<file path="config.mk">
export PLATFORM = sky130hd
export DESIGN_NAME = and_gate_stim_gen_flat
export DESIGN_NICKNAME = d
export VERILOG_FILES = /design/src/rtl/and_gate_stim_gen_if.sv /design/src/rtl/and_gate_stim_gen.sv /design/src/flat_wrapper.sv
export SDC_FILE = /design/constraint.sdc
export NUM_CORES = 1
export LEC_CHECK = 0
export BUFFER_PORTS_ARGS = -buffer_cell sky130_fd_sc_hd__buf_4
export CAP_MARGIN = 20
export CORE_ASPECT_RATIO = 1.1
export CORE_UTILIZATION = 61
export CTS_CLUSTER_SIZE = 24
export DETAILED_ROUTE_END_ITERATION = 6
export PLACE_DENSITY = 0.84
export SYNTH_ARGS = -nofsm -noshare
export SYNTH_HDL_FRONTEND = slang
export SYNTH_SLANG_ARGS = --single-unit
export TNS_END_PERCENT = 1
</file>
<file path="constraint.sdc">
create_clock -name clk -period 6.6 [get_ports clk]
set_clock_uncertainty 0.2 [all_clocks]
set_input_delay 0.99 -clock clk [delete_from_list [all_inputs] [get_ports clk]]
set_output_delay 0.99 -clock clk [all_outputs]
set_load 0.1 [all_outputs]
</file>
<file path="src/rtl/and_gate_stim_gen_if.sv">
`default_nettype none
// ============================================================================
// Module   : and_gate_stim_gen_if
// Desc     : Control, stimulus and result signals between the AND-gate
//            stimulus generator (master) and the bench/DUT side (slave).
//            AND_STIM_FIRST_FAIL_EN adds the first-failure capture signals.
// Revision : 1.0 - initial release
// ============================================================================
interface and_gate_stim_gen_if #(
   parameter int WIDTH = 1
);
   logic             start;
   logic             abort;
   logic [WIDTH-1:0] a;
   logic [WIDTH-1:0] b;
   logic             stim_valid;
   logic [WIDTH-1:0] y;
   logic             busy;
   logic             done;
   logic             pass;
   logic [15:0]      err_count;
`ifdef AND_STIM_FIRST_FAIL_EN
   logic [WIDTH-1:0] fail_a;
   logic [WIDTH-1:0] fail_b;
   logic             fail_valid;

   modport master (
      input  start, abort, y,
      output a, b, stim_valid, busy, done, pass, err_count,
      output fail_a, fail_b, fail_valid
   );

   modport slave (
      output start, abort, y,
      input  a, b, stim_valid, busy, done, pass, err_count,
      input  fail_a, fail_b, fail_valid
   );
`else
   modport master (
      input  start, abort, y,
      output a, b, stim_valid, busy, done, pass, err_count
   );

   modport slave (
      output start, abort, y,
      input  a, b, stim_valid, busy, done, pass, err_count
   );
`endif
endinterface
`default_nettype wire

</file>
<file path="src/rtl/and_gate_stim_gen.sv">
`default_nettype none
// ============================================================================
// Module   : and_gate_stim_gen
// Desc     : Exhaustive a/b sweep into an AND-gate DUT with a delay-matched
//            a & b reference check, saturating mismatch count and done pulse.
//            Optional macro AND_STIM_FIRST_FAIL_EN: first-failure capture.
// Revision : 1.0 - initial release
// ============================================================================
module and_gate_stim_gen #(
   parameter int WIDTH       = 1,
   parameter int DUT_LATENCY = 0
) (
   input  wire logic           clk,
   input  wire logic           reset,
   and_gate_stim_gen_if.master bus
);

   localparam int         c_CNT_W      = 2 * WIDTH;
   localparam logic [2:0] c_LAST_DRAIN = 3'((DUT_LATENCY > 0) ? DUT_LATENCY - 1 : 0);

   generate
      if (WIDTH < 1 || WIDTH > 8) begin : g_bad_width
         $error("and_gate_stim_gen: WIDTH=%0d is outside 1..8", WIDTH);
      end
      if (DUT_LATENCY < 0 || DUT_LATENCY > 7) begin : g_bad_latency
         $error("and_gate_stim_gen: DUT_LATENCY=%0d is outside 0..7", DUT_LATENCY);
      end
   endgenerate

   typedef enum logic [1:0] {
      S_IDLE  = 2'd0,
      S_DRIVE = 2'd1,
      S_DRAIN = 2'd2,
      S_DONE  = 2'd3
   } state_t;

   state_t             r_state;
   logic [c_CNT_W-1:0] r_cnt;
   logic [2:0]         r_drain;
   logic [WIDTH-1:0]   r_a;
   logic [WIDTH-1:0]   r_b;
   logic               r_stim_valid;
   logic               r_busy;
   logic               r_done;
   logic               r_pass;
   logic [15:0]        r_err;

   logic               w_flush;
   logic               w_dvalid;
   logic [WIDTH-1:0]   w_da;
   logic [WIDTH-1:0]   w_db;
   logic               w_mismatch;
   logic               w_count;
   logic [15:0]        w_err_next;

   // Abort discards whatever is still in flight, including this cycle's compare.
   assign w_flush = bus.abort && (r_state == S_DRIVE || r_state == S_DRAIN);

   generate
      if (DUT_LATENCY == 0) begin : g_no_pipe
         assign w_dvalid = r_stim_valid;
         assign w_da     = r_a;
         assign w_db     = r_b;
      end else begin : g_pipe
         logic [DUT_LATENCY-1:0] r_pv;
         logic [WIDTH-1:0]       r_pa [DUT_LATENCY];
         logic [WIDTH-1:0]       r_pb [DUT_LATENCY];

         always_ff @(posedge clk) begin
            if (!reset || w_flush) begin
               r_pv <= '0;
               for (int i = 0; i < DUT_LATENCY; i++) begin
                  r_pa[i] <= '0;
                  r_pb[i] <= '0;
               end
            end else begin
               r_pv[0] <= r_stim_valid;
               r_pa[0] <= r_a;
               r_pb[0] <= r_b;
               for (int i = 1; i < DUT_LATENCY; i++) begin
                  r_pv[i] <= r_pv[i-1];
                  r_pa[i] <= r_pa[i-1];
                  r_pb[i] <= r_pb[i-1];
               end
            end
         end

         assign w_dvalid = r_pv[DUT_LATENCY-1];
         assign w_da     = r_pa[DUT_LATENCY-1];
         assign w_db     = r_pb[DUT_LATENCY-1];
      end
   endgenerate

   // Case inequality so an unknown y from the DUT scores as a failure.
   assign w_mismatch = w_dvalid && (bus.y !== (w_da & w_db));
   assign w_count    = w_mismatch && !w_flush;
   assign w_err_next = (w_count && r_err != 16'hFFFF) ? r_err + 16'd1 : r_err;

`ifdef AND_STIM_FIRST_FAIL_EN
   logic [WIDTH-1:0] r_fail_a;
   logic [WIDTH-1:0] r_fail_b;
   logic             r_fail_valid;
`endif

   always_ff @(posedge clk) begin
      if (!reset) begin
         r_state      <= S_IDLE;
         r_cnt        <= '0;
         r_drain      <= '0;
         r_a          <= '0;
         r_b          <= '0;
         r_stim_valid <= 1'b0;
         r_busy       <= 1'b0;
         r_done       <= 1'b0;
         r_pass       <= 1'b0;
         r_err        <= '0;
`ifdef AND_STIM_FIRST_FAIL_EN
         r_fail_a     <= '0;
         r_fail_b     <= '0;
         r_fail_valid <= 1'b0;
`endif
      end else begin
         r_done <= 1'b0;
         r_err  <= w_err_next;
`ifdef AND_STIM_FIRST_FAIL_EN
         if (w_count && !r_fail_valid) begin
            r_fail_a     <= w_da;
            r_fail_b     <= w_db;
            r_fail_valid <= 1'b1;
         end
`endif
         case (r_state)
            S_IDLE: begin
               if (!bus.abort && bus.start) begin
                  r_state      <= S_DRIVE;
                  r_cnt        <= '0;
                  r_a          <= '0;
                  r_b          <= '0;
                  r_stim_valid <= 1'b1;
                  r_busy       <= 1'b1;
                  r_pass       <= 1'b0;
                  r_err        <= '0;
`ifdef AND_STIM_FIRST_FAIL_EN
                  r_fail_a     <= '0;
                  r_fail_b     <= '0;
                  r_fail_valid <= 1'b0;
`endif
               end
            end
            S_DRIVE: begin
               if (bus.abort) begin
                  r_state      <= S_IDLE;
                  r_cnt        <= '0;
                  r_stim_valid <= 1'b0;
                  r_busy       <= 1'b0;
                  r_pass       <= 1'b0;
               end else if (r_cnt == {c_CNT_W{1'b1}}) begin
                  // a/b keep the last vector while the counter wraps.
                  r_cnt        <= '0;
                  r_stim_valid <= 1'b0;
                  if (DUT_LATENCY == 0) begin
                     r_state <= S_DONE;
                     r_done  <= 1'b1;
                     r_pass  <= (w_err_next == 16'd0);
                  end else begin
                     r_state <= S_DRAIN;
                     r_drain <= '0;
                  end
               end else begin
                  r_cnt        <= r_cnt + 1'b1;
                  {r_b, r_a}   <= r_cnt + 1'b1;
               end
            end
            S_DRAIN: begin
               if (bus.abort) begin
                  r_state <= S_IDLE;
                  r_busy  <= 1'b0;
                  r_pass  <= 1'b0;
               end else if (r_drain == c_LAST_DRAIN) begin
                  r_state <= S_DONE;
                  r_done  <= 1'b1;
                  r_pass  <= (w_err_next == 16'd0);
               end else begin
                  r_drain <= r_drain + 3'd1;
               end
            end
            S_DONE: begin
               r_state <= S_IDLE;
               r_busy  <= 1'b0;
            end
            default: begin
               r_state <= S_IDLE;
               r_busy  <= 1'b0;
            end
         endcase
      end
   end

   assign bus.a          = r_a;
   assign bus.b          = r_b;
   assign bus.stim_valid = r_stim_valid;
   assign bus.busy       = r_busy;
   assign bus.done       = r_done;
   assign bus.pass       = r_pass;
   assign bus.err_count  = r_err;
`ifdef AND_STIM_FIRST_FAIL_EN
   assign bus.fail_a     = r_fail_a;
   assign bus.fail_b     = r_fail_b;
   assign bus.fail_valid = r_fail_valid;
`endif

endmodule
`default_nettype wire

</file>
<file path="src/flat_wrapper.sv">
// flat-port wrapper written by rule: the top's interface ports become plain ports
module and_gate_stim_gen_flat 
#(
   parameter int WIDTH       = 1,
   parameter int DUT_LATENCY = 0
)
  (clk, reset, bus_start, bus_abort, bus_y, bus_a, bus_b, bus_stim_valid, bus_busy, bus_done, bus_pass, bus_err_count);
  and_gate_stim_gen_if #(.WIDTH(WIDTH)) bus_i ();
  input  wire logic clk;
  input  wire logic reset;
  input wire logic [$bits(bus_i.start)-1:0] bus_start;
  input wire logic [$bits(bus_i.abort)-1:0] bus_abort;
  input wire logic [$bits(bus_i.y)-1:0] bus_y;
  output wire logic [$bits(bus_i.a)-1:0] bus_a;
  output wire logic [$bits(bus_i.b)-1:0] bus_b;
  output wire logic [$bits(bus_i.stim_valid)-1:0] bus_stim_valid;
  output wire logic [$bits(bus_i.busy)-1:0] bus_busy;
  output wire logic [$bits(bus_i.done)-1:0] bus_done;
  output wire logic [$bits(bus_i.pass)-1:0] bus_pass;
  output wire logic [$bits(bus_i.err_count)-1:0] bus_err_count;
  assign bus_i.start = bus_start;
  assign bus_i.abort = bus_abort;
  assign bus_i.y = bus_y;
  assign bus_a = bus_i.a;
  assign bus_b = bus_i.b;
  assign bus_stim_valid = bus_i.stim_valid;
  assign bus_busy = bus_i.busy;
  assign bus_done = bus_i.done;
  assign bus_pass = bus_i.pass;
  assign bus_err_count = bus_i.err_count;
  and_gate_stim_gen #(.WIDTH(WIDTH), .DUT_LATENCY(DUT_LATENCY)) u_core (.clk(clk), .reset(reset), .bus(bus_i));
endmodule
</file>
Word-level counts from Yosys, hierarchy flattened

Index checks and enable logic that the tools add are counted.

Add/sub/neg operators: 3
Bitwise operators: 3
Reductions and logical operators: 21
Mux-type cells: 36
Equality and inequality tests: 12

Operators by type and width:

| operator                | number |
|---|---|
| $mux W16                | 3 |
| $mux W1                 | 17 |
| $add A16 B1 Y16 const B | 1 |
| $logic_not A16 Y1       | 1 |
| $mux W2                 | 8 |
| $ne A16 B16 Y1 const B  | 1 |
| $reduce_and A3 Y1       | 3 |
| $pmux W1 S2             | 4 |
| $pmux W2 S4             | 1 |
| $reduce_and A4 Y1       | 2 |
| $eq A2 B2 Y1 const B    | 3 |
| $ne A3 B3 Y1 const B    | 2 |
| $pmux W1 S3             | 2 |
| $logic_and A1 B1 Y1     | 5 |
| $ne A2 B1 Y1 const B    | 2 |
| $ne A2 B2 Y1 const B    | 2 |
| $pmux W2 S2             | 1 |
| $reduce_and A2 Y1       | 2 |
| $add A3 B1 Y3 const B   | 1 |
| $logic_not A3 Y1        | 1 |
| $reduce_bool A3 Y1      | 1 |
| $add A2 B1 Y2 const B   | 1 |
| $eq A2 B1 Y1 const B    | 1 |
| $logic_not A1 Y1        | 2 |
| 7 further kinds         | 8 |

Output and inout port bits: 22
Register bits: 29
Logic and storage cells: 85

Depth between registers and ports, before layout

Word-level depth: 11
Mapped depth: 8
Mapped depth without buffers: 8

Least setup slack after synthesis

No wires, ideal clock.

Kind: register to register
Start: reg u_core.r_err[0], in the netlist u_core.bus.err_count[0]
End: reg u_core.r_pass, in the netlist u_core.bus.pass
Required time: 6.331 ns
Buffers on the path: 1
Data arrival time: 2.810 ns
Clock period less this slack: 3.079 ns
Setup time: 0.069 ns
Cell stages (with the launch flop): 9
Path slack: 3.521 ns
Path through: dfxtp_1 -> ha_1 -> and3_1 -> buf_6 -> o211ai_4 -> or4b_4 -> a2111oi_4 -> o2111ai_1 -> o21ai_1

Cells in the longest elaborated chain, start to end: 7
Elaborated cells on any way between the ends: 10
Those cells by class: add/sub (1); eq/ne (1); mux (6); reduce/logical (2)

RTL lines:

| element                                                 | line                                               | RTL |
|---|---|---|
| start: declaration                                      | and_gate_stim_gen.sv:46                            | `logic [15:0] r_err;` |
| start signal: assignment                                | and_gate_stim_gen.sv:124                           | `r_err <= w_err_next;` |
| branches (longest 2 deep; another with $add A16 B1 Y16) | --                                                 |  |
| $mux W16 *                                              | and_gate_stim_gen.sv:97                            | `assign w_err_next = (w_count && r_err != 16'hFFFF) ? r_err + 16'd1 : r_err;` |
| $logic_not A16 Y1 *                                     | and_gate_stim_gen.sv:164, and_gate_stim_gen.sv:182 |  |
| $mux W1, on equally long branches                       | and_gate_stim_gen.sv:179, and_gate_stim_gen.sv:157 |  |
| $mux W1, on equally long branches                       | and_gate_stim_gen.sv:175, and_gate_stim_gen.sv:151 |  |
| $pmux W1 S3 *                                           | and_gate_stim_gen.sv:132                           | `case (r_state)` |
| end signal: assignment                                  | and_gate_stim_gen.sv:164                           | `r_pass <= (w_err_next == 16'd0);` |
| end signal: assignment                                  | and_gate_stim_gen.sv:182                           | `r_pass <= (w_err_next == 16'd0);` |
| end: declaration                                        | and_gate_stim_gen.sv:45                            | `logic r_pass;` |

Mark *: on every way between the ends. The select of a mux whose other input is x is not followed.
A chain may end at the register's enable or synchronous reset.

Final worst setup path

Ends and elaborated chain as after synthesis.

==> impl_metrics.ini <==
[floorplan]
die-area_um2 = 3280
io_pins = 27
start_util_pct = 65.8
dieHeight_um = 59.9
die_x_um = 54.7
num_rows = 20
core_um2 = 2830

[global_route]
grt_pass1_wl_um = 6040
antenna_found_initial = 0
grt_max_degree = 17
grt_pass1_vias = 1402
overflow = 0
grt_usage_pct = 25.9

[power]
p_per_area_nw_per_um2 = 181
leakage_nw = 0.825
ir_drop_v = 0.000154

[timing]
drv_slew = 0
min_period_ns = 2.64
max-slew-margin-rel_pct = 61.6
finalCritPeriodShare_pct = 40.0
setup_viol = 0
tns_ns = 0
hold_violations = 0
rsz0062_at_grt = no
tightest_slew_ns = 0.571
max_clock_freq_mhz = 379

[clock_tree]
cts_buffers = 5
clk_path_buf_depth = 2
hold_buffers = 0
cts_resized = 0
clkTransAtPathRegs_ns = 0.10
clk_latency_ns = 0.32
cts_tree = built
post_cts_buffers = 0
cts_sinks = 29
cts_root_buf = clkbuf_4
htree_levels = 2

[hold_path]
hp-class = flop to flop

[routing]
routed_wirelength_um = 3790
dr.pass1.iters = 4
ant_nets = 0
first_iter_violations = 47
vias = 1598
routedWlPerCell_um = 13.5
avgViaCountPerCell = 5.69
drc = 0

[synth]
async_reset_ff_share_pct = 0
ys_ff_latch = 29
yosysSeqAreaShare_pct = 31.2
avgSynthCellArea_um2 = 8.46
netlist_area_um2 = 1860
synth_cell_types = 50
yosysWarnings = 0
synth_ff_type = dfxtp_1
synth_edf_count = 0
netlist_instances = 220
synth_nets = 234

[critical_path]
end_kind = flop
critPathRequiredTime_ns = 6.67
path_class = flop to flop
critPathLaunchType = flop
critPathArrivalTime_ns = 2.71
worst-path-max-fanout = 8

[finish]
fin_nets = 261
utilization_pct = 74.9
layout-drive-gt1-share_pct = 19.0
fillCellCount = 236
mostFrequentLayoutCells = nor2_1 (29), dfxtp_1 (29), buf_4 (27)
diodes = 0
finish.instance_area_um2 = 2120
syn2layout_area_growth_pct = 13.9

[placed_design]
place_area_um2 = 2070
dp_hpwl_um = 2810
place.gp.congestion = 0.827
port_buffers = 26

[flow_run]
drv_cap = 0

[outcome]
outcome = finished clean
cells in the mapped netlist (3+ instances only):
cell | instances | area share (%)
a21oi_1 | 13 | 3.5
and2_1 | 5 | 1.7
and3_1 | 5 | 1.7
and4_1 | 3 | 1.4
buf_2 | 3 | 0.81
clkbuf_1 | 3 | 0.61
dfxtp_1 | 29 | 31
ha_1 | 9 | 6.1
inv_1 | 12 | 2.4
mux2i_1 | 3 | 1.6
nand2_1 | 18 | 3.6
nand2b_1 | 4 | 1.3
nand3_1 | 7 | 1.9
nor2_1 | 29 | 5.9
nor2b_1 | 9 | 3.0
nor3_1 | 3 | 0.81
nor4_1 | 3 | 1.0
o21ai_0 | 4 | 1.1
o21ai_1 | 4 | 1.1
o22ai_1 | 3 | 1.0
xnor2_1 | 14 | 6.6
xor2_1 | 5 | 2.4
cell type report:
type                    count  area, µm²  area share (%)
inverters                  12       45.0            2.13
repair buffers             27        203            9.57
clock buffers               6       41.3            1.95
clock inverters             2       10.0           0.473
well taps                  33       41.3            1.95
flip-flops and latches     29        581            27.4
multi-input cells         172       1200            56.5
critical path, cell delays in order, from the launching register on:
cell and delay (ns):
dfxtp_1 0.47, ha_1 0.25, and3_1 0.39, o211ai_4 0.17, or4b_4 0.55, a2111oi_4 0.29, o2111ai_1 0.14, o21ai_1 0.12
logic make-up after synthesis:
kind of cell	share of synthesized area, %
muxes	2.82
DFF	31.2
xor gates and xnor gates	8.94
and+or+nand+nor	28.4
buffers and inverters	4.44
adders and majority gates	6.05
AOI/OAI and AO/OA	18.1
state kept, by name, indices dropped and copies added (netlist names):
register and flops:
u_core.bus.a 1, u_core.bus.b 1, u_core.bus.busy 1, u_core.bus.done 1, u_core.bus.err_count 16, u_core.bus.pass 1, u_core.bus.stim_valid 1, u_core.r_cnt 2
u_core.r_drain 3, u_core.r_state 2
worst paths after layout:
kind / from / end / slack [ns] / cells after the start
worst max-delay path: u_core.bus.err_count[0] / u_core.bus.pass / 3.96 / 7
worst min-delay path: u_core.bus.pass / u_core.bus.pass / 0.30 / 2
worst max register to register: u_core.bus.err_count[0] / u_core.bus.pass / 3.96 / 7
worst min register to register: u_core.bus.pass / u_core.bus.pass / 0.30 / 2
through the flow:
stage | std cells | hold slack (ns) | power [mW] | setup WS [ns]
5_1_grt | 281 | 0.305 | 0.402 | 3.79
3_3_place_gp | 273 | 0.276 | 0.284 | 3.74
4_1_cts | 281 | 0.293 | 0.387 | 3.98
2_1_floorplan | 220 | 0.279 | 0.266 | 3.52
3_5_place_dp | 273 | 0.278 | 0.286 | 3.70
6_report | 281 | 0.295 | 0.383 | 3.96
power by group:
| part | total (mW) | switching, mW | leakage (nW) | internal [mW] |
|---|---|---|---|---|
| Clock | 0.102 | 0.0611 | 0.0320 | 0.0405 |
| Sequential | 0.186 | 0.00518 | 0.234 | 0.180 |
| Combinational | 0.0960 | 0.0643 | 0.559 | 0.0317 |
routing by layer:
layer	GRT usage, %	vias to the layer above	part of all wire (%)
met1	30.6	739	45
met5	0	-	0
met2	44.6	26	51
met3	5.34	5	2.9
met4	9.52	0	1.2
li1	-	828	-
Power figures use the tool's default switching activity.
